**config.mk**
```make
export PLATFORM = sky130hd
export DESIGN_NAME = fetch_sequencer_flat
export DESIGN_NICKNAME = d
export VERILOG_FILES = /design/src/rtl/fetch_pkg.sv /design/src/rtl/fetch_sequencer_if.sv /design/src/rtl/fetch_reg.sv /design/src/rtl/fetch_sequencer.sv /design/src/flat_wrapper.sv
export SDC_FILE = /design/constraint.sdc
export NUM_CORES = 1
export LEC_CHECK = 0
export CAP_MARGIN = 40
export CORE_ASPECT_RATIO = 0.7
export CORE_MARGIN = 2
export CORE_UTILIZATION = 46
export CTS_BUF_LIST = sky130_fd_sc_hd__clkbuf_4 sky130_fd_sc_hd__clkbuf_8
export DETAILED_ROUTE_END_ITERATION = 12
export PLACE_DENSITY = 0.9
export SLEW_MARGIN = 20
export SYNTH_ARGS = -nofsm -noshare
export SYNTH_HDL_FRONTEND = slang
export SYNTH_SLANG_ARGS = --single-unit
```
**constraint.sdc**
```tcl
create_clock -name clk -period 4 [get_ports clk]
set_clock_uncertainty 0.05 [all_clocks]
set_input_delay 1.2 -clock clk [delete_from_list [all_inputs] [get_ports clk]]
set_output_delay 1.2 -clock clk [all_outputs]
set_load 0.02 [all_outputs]
```
**src/rtl/fetch_pkg.sv**
```systemverilog
`default_nettype none
// ============================================================================
//  Module   : fetch_pkg
//  Purpose  : Constants, opcode field position and state type shared by the
//             fetch stage and the decode stage that consumes its output.
//  Revision : 1.0 - initial release
// ============================================================================
package fetch_pkg;

   localparam int ADDR_W  = 5;
   localparam int INSTR_W = 19;

   localparam logic [ADDR_W-1:0] RESET_PC = '0;

   // Opcode field occupies the top five bits of every instruction
   localparam int OPC_HI = 18;
   localparam int OPC_LO = 14;

   localparam logic [OPC_HI-OPC_LO:0] HALT_OPCODE = 5'b11111;

   typedef enum logic [0:0] {
      RUN  = 1'b0,
      HALT = 1'b1
   } fetch_state_t;

   function automatic logic is_halt(input logic [INSTR_W-1:0] instr);
      return instr[OPC_HI:OPC_LO] == HALT_OPCODE;
   endfunction

endpackage
`default_nettype wire

```
**src/rtl/fetch_sequencer_if.sv**
```systemverilog
`default_nettype none
// ============================================================================
//  Module   : fetch_sequencer_if
//  Purpose  : ROM, control-flow and decode-side signals of the fetch stage.
//             master = fetch stage, slave = ROM / control / decode side.
//             FETCH_PERF_EN adds the performance counter outputs.
//  Revision : 1.0 - initial release
// ============================================================================
interface fetch_sequencer_if;
   import fetch_pkg::*;

   logic [ADDR_W-1:0]  rom_addr;
   logic [INSTR_W-1:0] rom_instr;
   logic               redirect_valid;
   logic [ADDR_W-1:0]  redirect_target;
   logic               resume;
   logic               out_valid;
   logic               out_ready;
   logic [INSTR_W-1:0] out_instr;
   logic [ADDR_W-1:0]  out_pc;
   logic               halted;
`ifdef FETCH_PERF_EN
   logic [15:0]        stall_cycles;
   logic [15:0]        fetch_count;
`endif

   modport master (
      output rom_addr, out_valid, out_instr, out_pc, halted,
`ifdef FETCH_PERF_EN
      output stall_cycles, fetch_count,
`endif
      input  rom_instr, redirect_valid, redirect_target, resume, out_ready
   );

   modport slave (
      input  rom_addr, out_valid, out_instr, out_pc, halted,
`ifdef FETCH_PERF_EN
      input  stall_cycles, fetch_count,
`endif
      output rom_instr, redirect_valid, redirect_target, resume, out_ready
   );

endinterface
`default_nettype wire

```
**src/rtl/fetch_reg.sv**
```systemverilog
`default_nettype none
// ============================================================================
//  Module   : fetch_reg
//  Purpose  : One-entry valid/ready holding register between ROM and decode.
//             Flush discards the held entry; a load refills it; a transfer
//             with no refill empties it.
//  Revision : 1.0 - initial release
// ============================================================================
module fetch_reg
   import fetch_pkg::*;
(
   input  wire logic               clk,
   input  wire logic               rst_n,
   input  wire logic               load,
   input  wire logic               flush,
   input  wire logic [INSTR_W-1:0] load_instr,
   input  wire logic [ADDR_W-1:0]  load_pc,
   input  wire logic               out_ready,
   output      logic               out_valid,
   output      logic [INSTR_W-1:0] out_instr,
   output      logic [ADDR_W-1:0]  out_pc
);

   logic               r_valid;
   logic [INSTR_W-1:0] r_instr;
   logic [ADDR_W-1:0]  r_pc;

   // Flush beats load; an accepted entry empties unless refilled the same cycle
   always_ff @(posedge clk or negedge rst_n) begin
      if (!rst_n) begin
         r_valid <= 1'b0;
         r_instr <= '0;
         r_pc    <= '0;
      end else if (flush) begin
         r_valid <= 1'b0;
      end else if (load) begin
         r_valid <= 1'b1;
         r_instr <= load_instr;
         r_pc    <= load_pc;
      end else if (r_valid && out_ready) begin
         r_valid <= 1'b0;
      end
   end

   assign out_valid = r_valid;
   assign out_instr = r_instr;
   assign out_pc    = r_pc;

endmodule
`default_nettype wire

```
**src/rtl/fetch_sequencer.sv**
```systemverilog
`default_nettype none
// ============================================================================
//  Module   : fetch_sequencer
//  Purpose  : Program counter and RUN/HALT control for the fetch stage in
//             front of the 32-entry instruction ROM. Redirects override
//             everything; a fetched halt opcode parks the stage until resume.
//             Build option FETCH_PERF_EN adds saturating stall/fetch counters.
//  Revision : 1.0 - initial release
// ============================================================================
module fetch_sequencer
   import fetch_pkg::*;
(
   input  wire logic         clk,
   input  wire logic         rst_n,
   fetch_sequencer_if.master bus
);

   fetch_state_t      r_state;
   fetch_state_t      w_state_next;
   logic [ADDR_W-1:0] r_pc;
   logic              w_load;

   // A new instruction is captured only in RUN, when the holding register
   // frees up this cycle, and never alongside a redirect.
   assign w_load = (r_state == RUN) && (!bus.out_valid || bus.out_ready) &&
                   !bus.redirect_valid;

   // State register
   always_ff @(posedge clk or negedge rst_n) begin
      if (!rst_n) r_state <= RUN;
      else        r_state <= w_state_next;
   end

   // Next state: redirect forces RUN, halt opcode parks, resume releases
   always_comb begin
      w_state_next = r_state;
      if (bus.redirect_valid) begin
         w_state_next = RUN;
      end else if (r_state == RUN) begin
         if (w_load && is_halt(bus.rom_instr)) w_state_next = HALT;
      end else if (bus.resume) begin
         w_state_next = RUN;
      end
   end

   // Program counter: redirect target, else advance (mod 32) on each load
   always_ff @(posedge clk or negedge rst_n) begin
      if (!rst_n)                  r_pc <= RESET_PC;
      else if (bus.redirect_valid) r_pc <= bus.redirect_target;
      else if (w_load)             r_pc <= r_pc + ADDR_W'(1);
   end

   fetch_reg u_fetch_reg (
      .clk        (clk),
      .rst_n      (rst_n),
      .load       (w_load),
      .flush      (bus.redirect_valid),
      .load_instr (bus.rom_instr),
      .load_pc    (r_pc),
      .out_ready  (bus.out_ready),
      .out_valid  (bus.out_valid),
      .out_instr  (bus.out_instr),
      .out_pc     (bus.out_pc)
   );

   assign bus.rom_addr = r_pc;
   assign bus.halted   = (r_state == HALT);

`ifdef FETCH_PERF_EN
   logic [15:0] r_stall_cycles;
   logic [15:0] r_fetch_count;

   // Saturating counts of decode back-pressure cycles and ROM captures
   always_ff @(posedge clk or negedge rst_n) begin
      if (!rst_n) begin
         r_stall_cycles <= '0;
         r_fetch_count  <= '0;
      end else begin
         if (bus.out_valid && !bus.out_ready && r_stall_cycles != 16'hFFFF)
            r_stall_cycles <= r_stall_cycles + 16'd1;
         if (w_load && r_fetch_count != 16'hFFFF)
            r_fetch_count <= r_fetch_count + 16'd1;
      end
   end

   assign bus.stall_cycles = r_stall_cycles;
   assign bus.fetch_count  = r_fetch_count;
`endif

endmodule
`default_nettype wire

```
**src/flat_wrapper.sv**
```systemverilog
// flat-port wrapper written by rule: the top's interface ports become plain ports
module fetch_sequencer_flat import fetch_pkg::*;
  (clk, rst_n, bus_rom_addr, bus_out_valid, bus_out_instr, bus_out_pc, bus_halted, bus_rom_instr, bus_redirect_valid, bus_redirect_target, bus_resume, bus_out_ready);
  fetch_sequencer_if bus_i ();
  input  wire logic clk;
  input  wire logic rst_n;
  output wire logic [$bits(bus_i.rom_addr)-1:0] bus_rom_addr;
  output wire logic [$bits(bus_i.out_valid)-1:0] bus_out_valid;
  output wire logic [$bits(bus_i.out_instr)-1:0] bus_out_instr;
  output wire logic [$bits(bus_i.out_pc)-1:0] bus_out_pc;
  output wire logic [$bits(bus_i.halted)-1:0] bus_halted;
  input wire logic [$bits(bus_i.rom_instr)-1:0] bus_rom_instr;
  input wire logic [$bits(bus_i.redirect_valid)-1:0] bus_redirect_valid;
  input wire logic [$bits(bus_i.redirect_target)-1:0] bus_redirect_target;
  input wire logic [$bits(bus_i.resume)-1:0] bus_resume;
  input wire logic [$bits(bus_i.out_ready)-1:0] bus_out_ready;
  assign bus_rom_addr = bus_i.rom_addr;
  assign bus_out_valid = bus_i.out_valid;
  assign bus_out_instr = bus_i.out_instr;
  assign bus_out_pc = bus_i.out_pc;
  assign bus_halted = bus_i.halted;
  assign bus_i.rom_instr = bus_rom_instr;
  assign bus_i.redirect_valid = bus_redirect_valid;
  assign bus_i.redirect_target = bus_redirect_target;
  assign bus_i.resume = bus_resume;
  assign bus_i.out_ready = bus_out_ready;
  fetch_sequencer u_core (.clk(clk), .rst_n(rst_n), .bus(bus_i));
endmodule
```
; ---- After elaboration in Yosys (flattened, before gate mapping)
; Index checks and enable logic that the tools add are counted.
[totals]
in_bits = 29
wordCells = 28
output_inout_bits = 31
register_bits = 31
[classes]
muxes = 9
eq_ne = 1
bitwise_logic = 2
add_sub_neg = 1
reduce_logical = 10
[ops]
columns = cell, count
row1 = 5-bit two-way mux, 2
row2 = 1-bit two-way mux, 7
row3 = "5-bit by 1-bit adder with 5-bit output, second input constant", 1
row4 = "5-bit == test, second input constant", 1
row5 = 1-bit logical AND, 4
row6 = 3-bit nonzero test, 1
row7 = 1-bit zero test, 2
row8 = 1-bit inverter, 2
row9 = 2-bit AND reduction, 1
row10 = 2-bit nonzero test, 1
row11 = 1-bit logical OR, 1

; ---- Longest topological paths before layout
; Gate-level depths: netlist of run 1.
[depth]
word_depth = 8
mapped_depth = 5
mapped_depth_nobuf = 4

; ---- Modules after synthesis
; From an unflattened synthesis of run 1, not the netlist that was laid out.
[hier_totals]
hier_cells = 95
hier_area_um2 = 1422.6
[modules_own_cells]
columns = module, cells_each, area_per_inst_um2, instances, seq_area_each_um2
row1 = fetch_reg, 56, 1051.0, 1, 625.6
row2 = fetch_sequencer, 39, 371.6, 1, 150.1

; ---- Worst setup path after synthesis of run 1
; Ideal clock, no wire load.
[synth_path]
path_kind = input to register
startpoint = input port bus_out_ready
endpoint = register u_core.u_fetch_reg.r_instr[0], in the netlist u_core.u_fetch_reg.out_instr[0]
slack_ns = 1.746
path_stages = 5
t_arrival_ns = 2.079
setup_ns = 0.125
t_required_ns = 3.825
path_buffers = 2
path_cell_list = nor2b_4 buf_6 nor3_4 buf_6 mux2_2
[synth_via]
elab_chain_len = 4
[synth_lines]
columns = element, line
row1 = start: declaration, flat_wrapper.sv:16  ; input wire logic [$bits(bus_i.out_ready)-1:0] bus_out_ready;
row2 = 1-bit logical OR, fetch_sequencer.sv:25  ; assign w_load = (r_state == RUN) && (!bus.out_valid || bus.out_ready) &&
row3 = 1-bit logical AND (2 in a row), fetch_sequencer.sv:25
row4 = 2-bit AND reduction (no source line), --
row5 = end signal: assignment, fetch_reg.sv:38  ; r_instr <= load_instr;
row6 = end: declaration, fetch_reg.sv:25  ; logic [INSTR_W-1:0] r_instr;
; Every way passes these cells.
; A chain may end at the register's enable or synchronous reset.

; ---- Worst setup path in the final report of run 1
[layout_path]
startpoint = register u_core.r_state, in the netlist u_core.bus.halted
endpoint = output port bus_halted
[layout_rtl]
columns = element, line
row1 = start: declaration, fetch_sequencer.sv:18  ; fetch_state_t r_state;
row2 = start signal: assignment, fetch_sequencer.sv:31  ; else r_state <= w_state_next;
row3 = end: declaration, flat_wrapper.sv:11  ; output wire logic [$bits(bus_i.halted)-1:0] bus_halted;
; No word-level cell between the ends.

==> results by group, run 1 <==
Global route
  – Global-route wire length before repair: 4581 um
  – Vias in the first global route: 993
  – GR Overflow Total: 0
  – Initial antenna violation count: 0
  – Total track usage: 19.01%
  – Largest net degree at the start of global routing: 32

Finish
  – Fillers: 185
  – Ratio of cells with drive above 1 in the final layout: 23.72%
  – # nets final: 187
  – Final cell count without fillers: 192
  – Area growth syn-to-layout: 51.66%
  – Antenna fix cells: 0
  – Core Util, Final: 72.46%

Drt
  – Drt pass-1 iters: 4
  – Antenna viol nets, final: 0
  – # DRC: 0
  – Vias per inst: 5.120
  – Wirelength, routed: 2796 um
  – Routed length per instance: 14.56 um
  – DR iter-0 viols: 33
  – Vias: 983

Synthesis
  – Yosys warnings: 0
  – Yosys cell types: 23
  – Sequential element share of the synthesized area: 58.77%
  – Gate Count Post-Synth: 93
  – Syn_nets: 123
  – Synthesized area per cell: 14.19 um^2
  – Area of the mapped netlist: 1320 um^2
  – FF+latch count, synth: 31

STA
  – Post-route clock period utilization: 69.07%
  – Final setup viols: 0
  – FMAX: 0.3620 GHz
  – Total negative slack: 0 ns
  – Final worst slack: 1.237 ns
  – Min Hold Slack: 0.4546 ns
  – Worst slew pin tran: 0.3769 ns
  – Slew Limit Fails: 0
  – RSZ-0062 raised after global routing: no
  – Final min period: 2.763 ns
  – Final Hold Fails: 0
  – Worst slew margin: 74.87%

Setup path
  – Top Family by Delay on Critical Path: buffers and inverters
  – CP startpoint kind: flip-flop
  – Required @ worst endpoint: 2.75 ns
  – CP peak stage delay: 0.68 ns
  – Crit Path Max Fanout: 11
  – R2R cell count: 3
  – Buf/Inv on CP: 1
  – Crit Path Category: reg2out
  – Arr. time, crit path: 1.51 ns
  – Critical path capture point type: output port
  – CP max-delay cell: clkdlybuf4s50_1
  – Crit. path cell count: 1
  – Crit path cell chain: clkdlybuf4s50_1
  – R2R setup slack: 2.41 ns

Pwr
  – Comb power frac: 29.6%
  – Pwr per Cell Area: 431.5 nW/um^2
  – Clk pwr share: 25.5%
  – Reg power frac: 44.9%
  – Net Sw Frac: 27.84%
  – LEAKAGE: 0.0008059 uW
  – Max IR drop VDD: 0.2457 mV
  – Cell Int Power: 623.4 uW
  – Net Sw Power: 240.5 uW

Clocking
  – Sinks on Clock Net: 31
  – Post-CTS resize count: 0
  – Clock insertion delay at the later pin of the skew report: 0.27 ns
  – CTS tree: yes
  – CTS Hold Buffers Added: 0
  – Post-CTS setup buffer count: 0
  – Clock buffer depth: 2
  – Worst-path clk slew: 0.06 ns
  – H-tree depth: 2
  – CTS buffer count: 5
  – Clock root buffer: clkbuf_8

Outcome
  – Status: finished clean

Placed design
  – HPWL after DPL: 2106 um
  – Place WS: 1.145 ns
  – PortBufs: 59
  – Placed cell count: 186
  – Gpl congestion: 0.7625

Die
  – I/O Pins: 60
  – # rows: 16
  – Core ar.: 2763 um^2
  – Die area: 3321 um^2
  – Initial Util: 47.78%
  – Die width: 68.03 um
  – Die H: 48.82 um

Job
  – Number of max-cap violations: 0

Hold path
  – Hold Path Class: reg2reg
  – Hold Path Depth: 1
==> routing by layer <==
metal | up-vias | routed length (um) | track usage (%)
met1 | 475 | 1175 | 24.03
li1 | 466 | - | -
met4 | 0 | 37 | 7.333
met2 | 37 | 1332 | 28.96
met5 | - | 0 | 0
met3 | 5 | 251 | 7.852
==> metrics by stage <==
stage | instance area (um^2) | total power (uW)
after floorplan | 1320 | 511.8
after global routing | 2002 | 908.2
after CTS | 2002 | 873.5
after detailed placement | 1926 | 651.2
final | 2002 | 863.9
after global placement | 1926 | 643.8
==> registers in the layout (all words and copies together) (netlist names) <==
| register | cells |
|---|---|
| u_core.bus.rom_addr | 5 |
| u_core.u_fetch_reg.out_pc | 5 |
| u_core.u_fetch_reg.out_instr | 19 |
| u_core.bus.halted | 1 |
| u_core.u_fetch_reg.out_valid | 1 |
==> logic make-up after synthesis <==
family	after synthesis	synth area share, %
and+or+nand+nor	20	10.71
AOI/OAI and AO/OA	11	5.118
DFF	31	58.77
buffers and inverters	6	3.980
adders and majority gates	1	0.9477
muxes	24	20.47
==> Yosys cell counts, drive strengths merged <==
master | instances | area (um^2)
ha | 1 | 12.51
nand3 | 3 | 15.01
mux2 | 24 | 270.3
nor3 | 1 | 16.27
nor2b | 1 | 13.76
nand4 | 1 | 6.260
o31ai | 2 | 15.01
nor2 | 4 | 15.01
o21ai | 2 | 10.01
clkinv | 1 | 3.750
dfrtp | 31 | 775.7
buf | 4 | 45.04
inv | 1 | 3.750
or4 | 3 | 22.52
or3 | 1 | 7.510
nand2 | 2 | 7.510
or2b | 1 | 8.760
nand2b | 2 | 20.02
a21oi | 2 | 10.01
and4 | 1 | 8.760
o211ai | 1 | 7.510
a31oi | 4 | 25.02
==> worst paths after layout <==
kind                                              endpoint                    startpoint
setup reg to reg           u_core.u_fetch_reg.out_instr[0]             u_core.bus.halted
max in group asynchronous     u_core.u_fetch_reg.out_pc[1]                         rst_n
setup / recovery                                bus_halted             u_core.bus.halted
min in group asynchronous                u_core.bus.halted                         rst_n
hold reg to reg               u_core.u_fetch_reg.out_pc[3]  u_core.u_fetch_reg.out_pc[3]
hold / removal                u_core.u_fetch_reg.out_pc[3]  u_core.u_fetch_reg.out_pc[3]
==> power by group through the flow <==
stage	Sequential [uW]	Combinational (uW)	Clock, uW
6_report	388	256	220
5_1_grt	394	272	242
4_1_cts	389	259	226
3_5_place_dp	393	258	0
3_3_place_gp	390	253	0
2_1_floorplan	444	67.6	0
==> cell type report <==
class | instances | area [um^2] | area share (%)
clock buffers | 6 | 76.32 | 3.813
inverters | 2 | 7.507 | 0.3750
multi-input cells | 56 | 491.7 | 24.56
flip-flops and latches | 31 | 775.7 | 38.75
well taps | 36 | 45.04 | 2.250
repair buffers | 61 | 605.6 | 30.25
==> cell usage in the layout (no fill, tap or decap), types with 3 or more instances in the layout <==
master	instances
clkbuf_8	5
dfrtp_1	31
nor2_1	4
a31oi_1	4
clkdlybuf4s50_1	59
nand3_1	3
mux2_2	24
or4_1	3
Note: power is estimated with default switching activity, not from simulation.
==> run 2, diff against run 1 <==
--- a/config.mk
+++ b/config.mk
@@ -8,10 +8,10 @@
 export CAP_MARGIN = 40
 export CORE_ASPECT_RATIO = 0.7
 export CORE_MARGIN = 2
-export CORE_UTILIZATION = 46
+export CORE_UTILIZATION = 42
 export CTS_BUF_LIST = sky130_fd_sc_hd__clkbuf_4 sky130_fd_sc_hd__clkbuf_8
 export DETAILED_ROUTE_END_ITERATION = 12
-export PLACE_DENSITY = 0.9
+export PLACE_DENSITY = 0.83
 export SLEW_MARGIN = 20
 export SYNTH_ARGS = -nofsm -noshare
 export SYNTH_HDL_FRONTEND = slang
==> constraint.sdc (replaced) <==
create_clock -name clk -period 2.55 [get_ports clk]
set_clock_uncertainty 0.05 [all_clocks]
set_input_delay 0.765 -clock clk [delete_from_list [all_inputs] [get_ports clk]]
set_output_delay 0.765 -clock clk [all_outputs]
set_load 0.02 [all_outputs]
==> run 2 against run 1 <==
Clock-buffer cell count grew 1. Global-route usage decreased by 0.59 points. Highest routed layer unchanged. Die area grew 8.8%.
==> results by group, run 2 (synthesized netlist as in run 1, its figures left out) <==
Clocking
  – CTS Hold Buffers Added: 0
  – Clock insertion delay at the later pin of the skew report: 0.28 ns
  – Clock root buffer: clkbuf_8
  – H-tree depth: 2
  – Clock buffer depth: 2
  – Sinks on Clock Net: 31
  – Worst-path clk slew: 0.06 ns
  – CTS buffer count: 5
  – CTS tree: yes
  – Post-CTS resize count: 0
  – Post-CTS setup buffer count: 0

Pwr
  – Pwr per Cell Area: 689.5 nW/um^2
  – LEAKAGE: 0.0008242 uW
  – Max IR drop VDD: 0.4322 mV
  – Total power: 1399 uW

Die
  – I/O Pins: 60
  – Core ar.: 2903 um^2
  – Die width: 71.01 um
  – Die area: 3615 um^2
  – # rows: 16
  – Initial Util: 45.47%
  – Die H: 50.91 um

Finish
  – Area growth syn-to-layout: 53.74%
  – Commonest non-fill, non-tap cell in the layout: clkdlybuf4s50_1
  – Antenna fix cells: 0
  – Most frequent cells in the layout: 59 x clkdlybuf4s50_1, 31 x dfrtp_1, 24 x mux2_2, 5 x clkbuf_8
  – Ratio of cells with drive above 1 in the final layout: 25.62%
  – Post-route cell area: 2029 um^2
  – Max FFs per register: 19
  – # nets final: 189
  – Core Util, Final: 69.91%

Setup path
  – Crit Path Max Fanout: 11
  – Crit path cell chain: clkdlybuf4s50_1
  – R2R Path End: u_core.bus.rom_addr[4]
  – Critical path capture point type: output port
  – Buf/Inv on CP: 1
  – Required @ worst endpoint: 1.74 ns
  – Top Family by Delay on Critical Path: buffers and inverters
  – Crit Path Category: reg2out
  – Crit path from: u_core.bus.halted
  – Arr. time, crit path: 1.50 ns
  – CP peak stage delay: 0.67 ns
  – CP max-delay cell: clkdlybuf4s50_1
  – R2R cell count: 4
  – R2R setup slack: 1.06 ns
  – CP startpoint kind: flip-flop
  – R2r startpoint: u_core.bus.rom_addr[0]

Drt
  – # DRC: 0
  – Drt pass-1 iters: 4
  – Vias per inst: 5.092
  – DR iter-0 viols: 52
  – Wirelength, routed: 2929 um
  – Antenna viol nets, final: 0
  – Routed length per instance: 14.94 um
  – Vias: 998

STA
  – RSZ-0062 raised after global routing: no
  – Worst slew margin: 74.40%
  – Total negative slack: 0 ns
  – Worst slew pin tran: 0.3840 ns
  – Slew Limit Fails: 0
  – FMAX: 0.4314 GHz
  – Final Hold Fails: 0
  – Final min period: 2.318 ns
  – Post-route clock period utilization: 90.90%
  – Final setup viols: 0
  – Min Hold Slack: 0.4548 ns

Hold path
  – Hold Path Depth: 1
  – Hold Path Class: reg2reg
  – Hold EP: u_core.u_fetch_reg.out_instr[11]
  – Worst hold start: u_core.u_fetch_reg.out_instr[11]

Placed design
  – PortBufs: 59
  – Gpl congestion: 0.7392
  – Dpl cell area: 1941 um^2
  – HPWL after DPL: 2200 um

Global route
  – Initial antenna violation count: 0
  – GR Overflow Total: 0
  – Vias in the first global route: 1055
  – Global-route wire length before repair: 5037 um
  – Largest net degree at the start of global routing: 32
  – Total track usage: 18.41%

Outcome
  – Status: finished clean

Job
  – Number of max-cap violations: 0
-- run 2: cell count changes in the layout (fill, tap and decap cells not counted) --
cell      before  now
clkbuf_4       1    2
buf_4          2    4
clkinv_2       0    1
-- run 2: worst max path at each step --
stage / end / slack, ns / depth (start not counted)
2_1_floorplan: u_core.u_fetch_reg.out_instr[0] / 0.73 / 5
5_1_grt: bus_halted / 0.18 / 1
6_report: bus_halted / 0.23 / 1
3_3_place_gp: u_core.u_fetch_reg.out_instr[3] / 0.31 / 5
3_5_place_dp: u_core.u_fetch_reg.out_instr[6] / 0.26 / 5
4_1_cts: bus_halted / 0.23 / 1
-- run 2: cell type report --
cell class / count / area, um^2
fillers: 207 / 873.3
flip-flops and latches: 31 / 775.7
repair buffers: 63 / 620.6
multi-input cells: 56 / 491.7
clock buffers: 7 / 83.83
well taps: 36 / 45.04
inverters: 2 / 7.507
clock inverters: 1 / 5.005
-- run 2: stage by stage --
step | setup WS, ns | instances
floorplan | 0.7307 | 93
global placement | 0.3062 | 188
detailed placement | 0.2622 | 188
CTS | 0.2252 | 196
global route | 0.1808 | 196
finish | 0.2320 | 196
-- run 2: power breakdown --
part	switching (uW)	internal, uW
Clock	173	212
Combinational	180	226
Sequential	46.6	562
-- run 2: metal layers --
layer / share of wire, % / GRT usage, % / vias to the layer above
li1: - / - / 469
met1: 43 / 22.49 / 478
met2: 46 / 29.60 / 44
met3: 8.4 / 6.509 / 7
met4: 2.0 / 8.491 / 0
met5: 0 / 0 / -
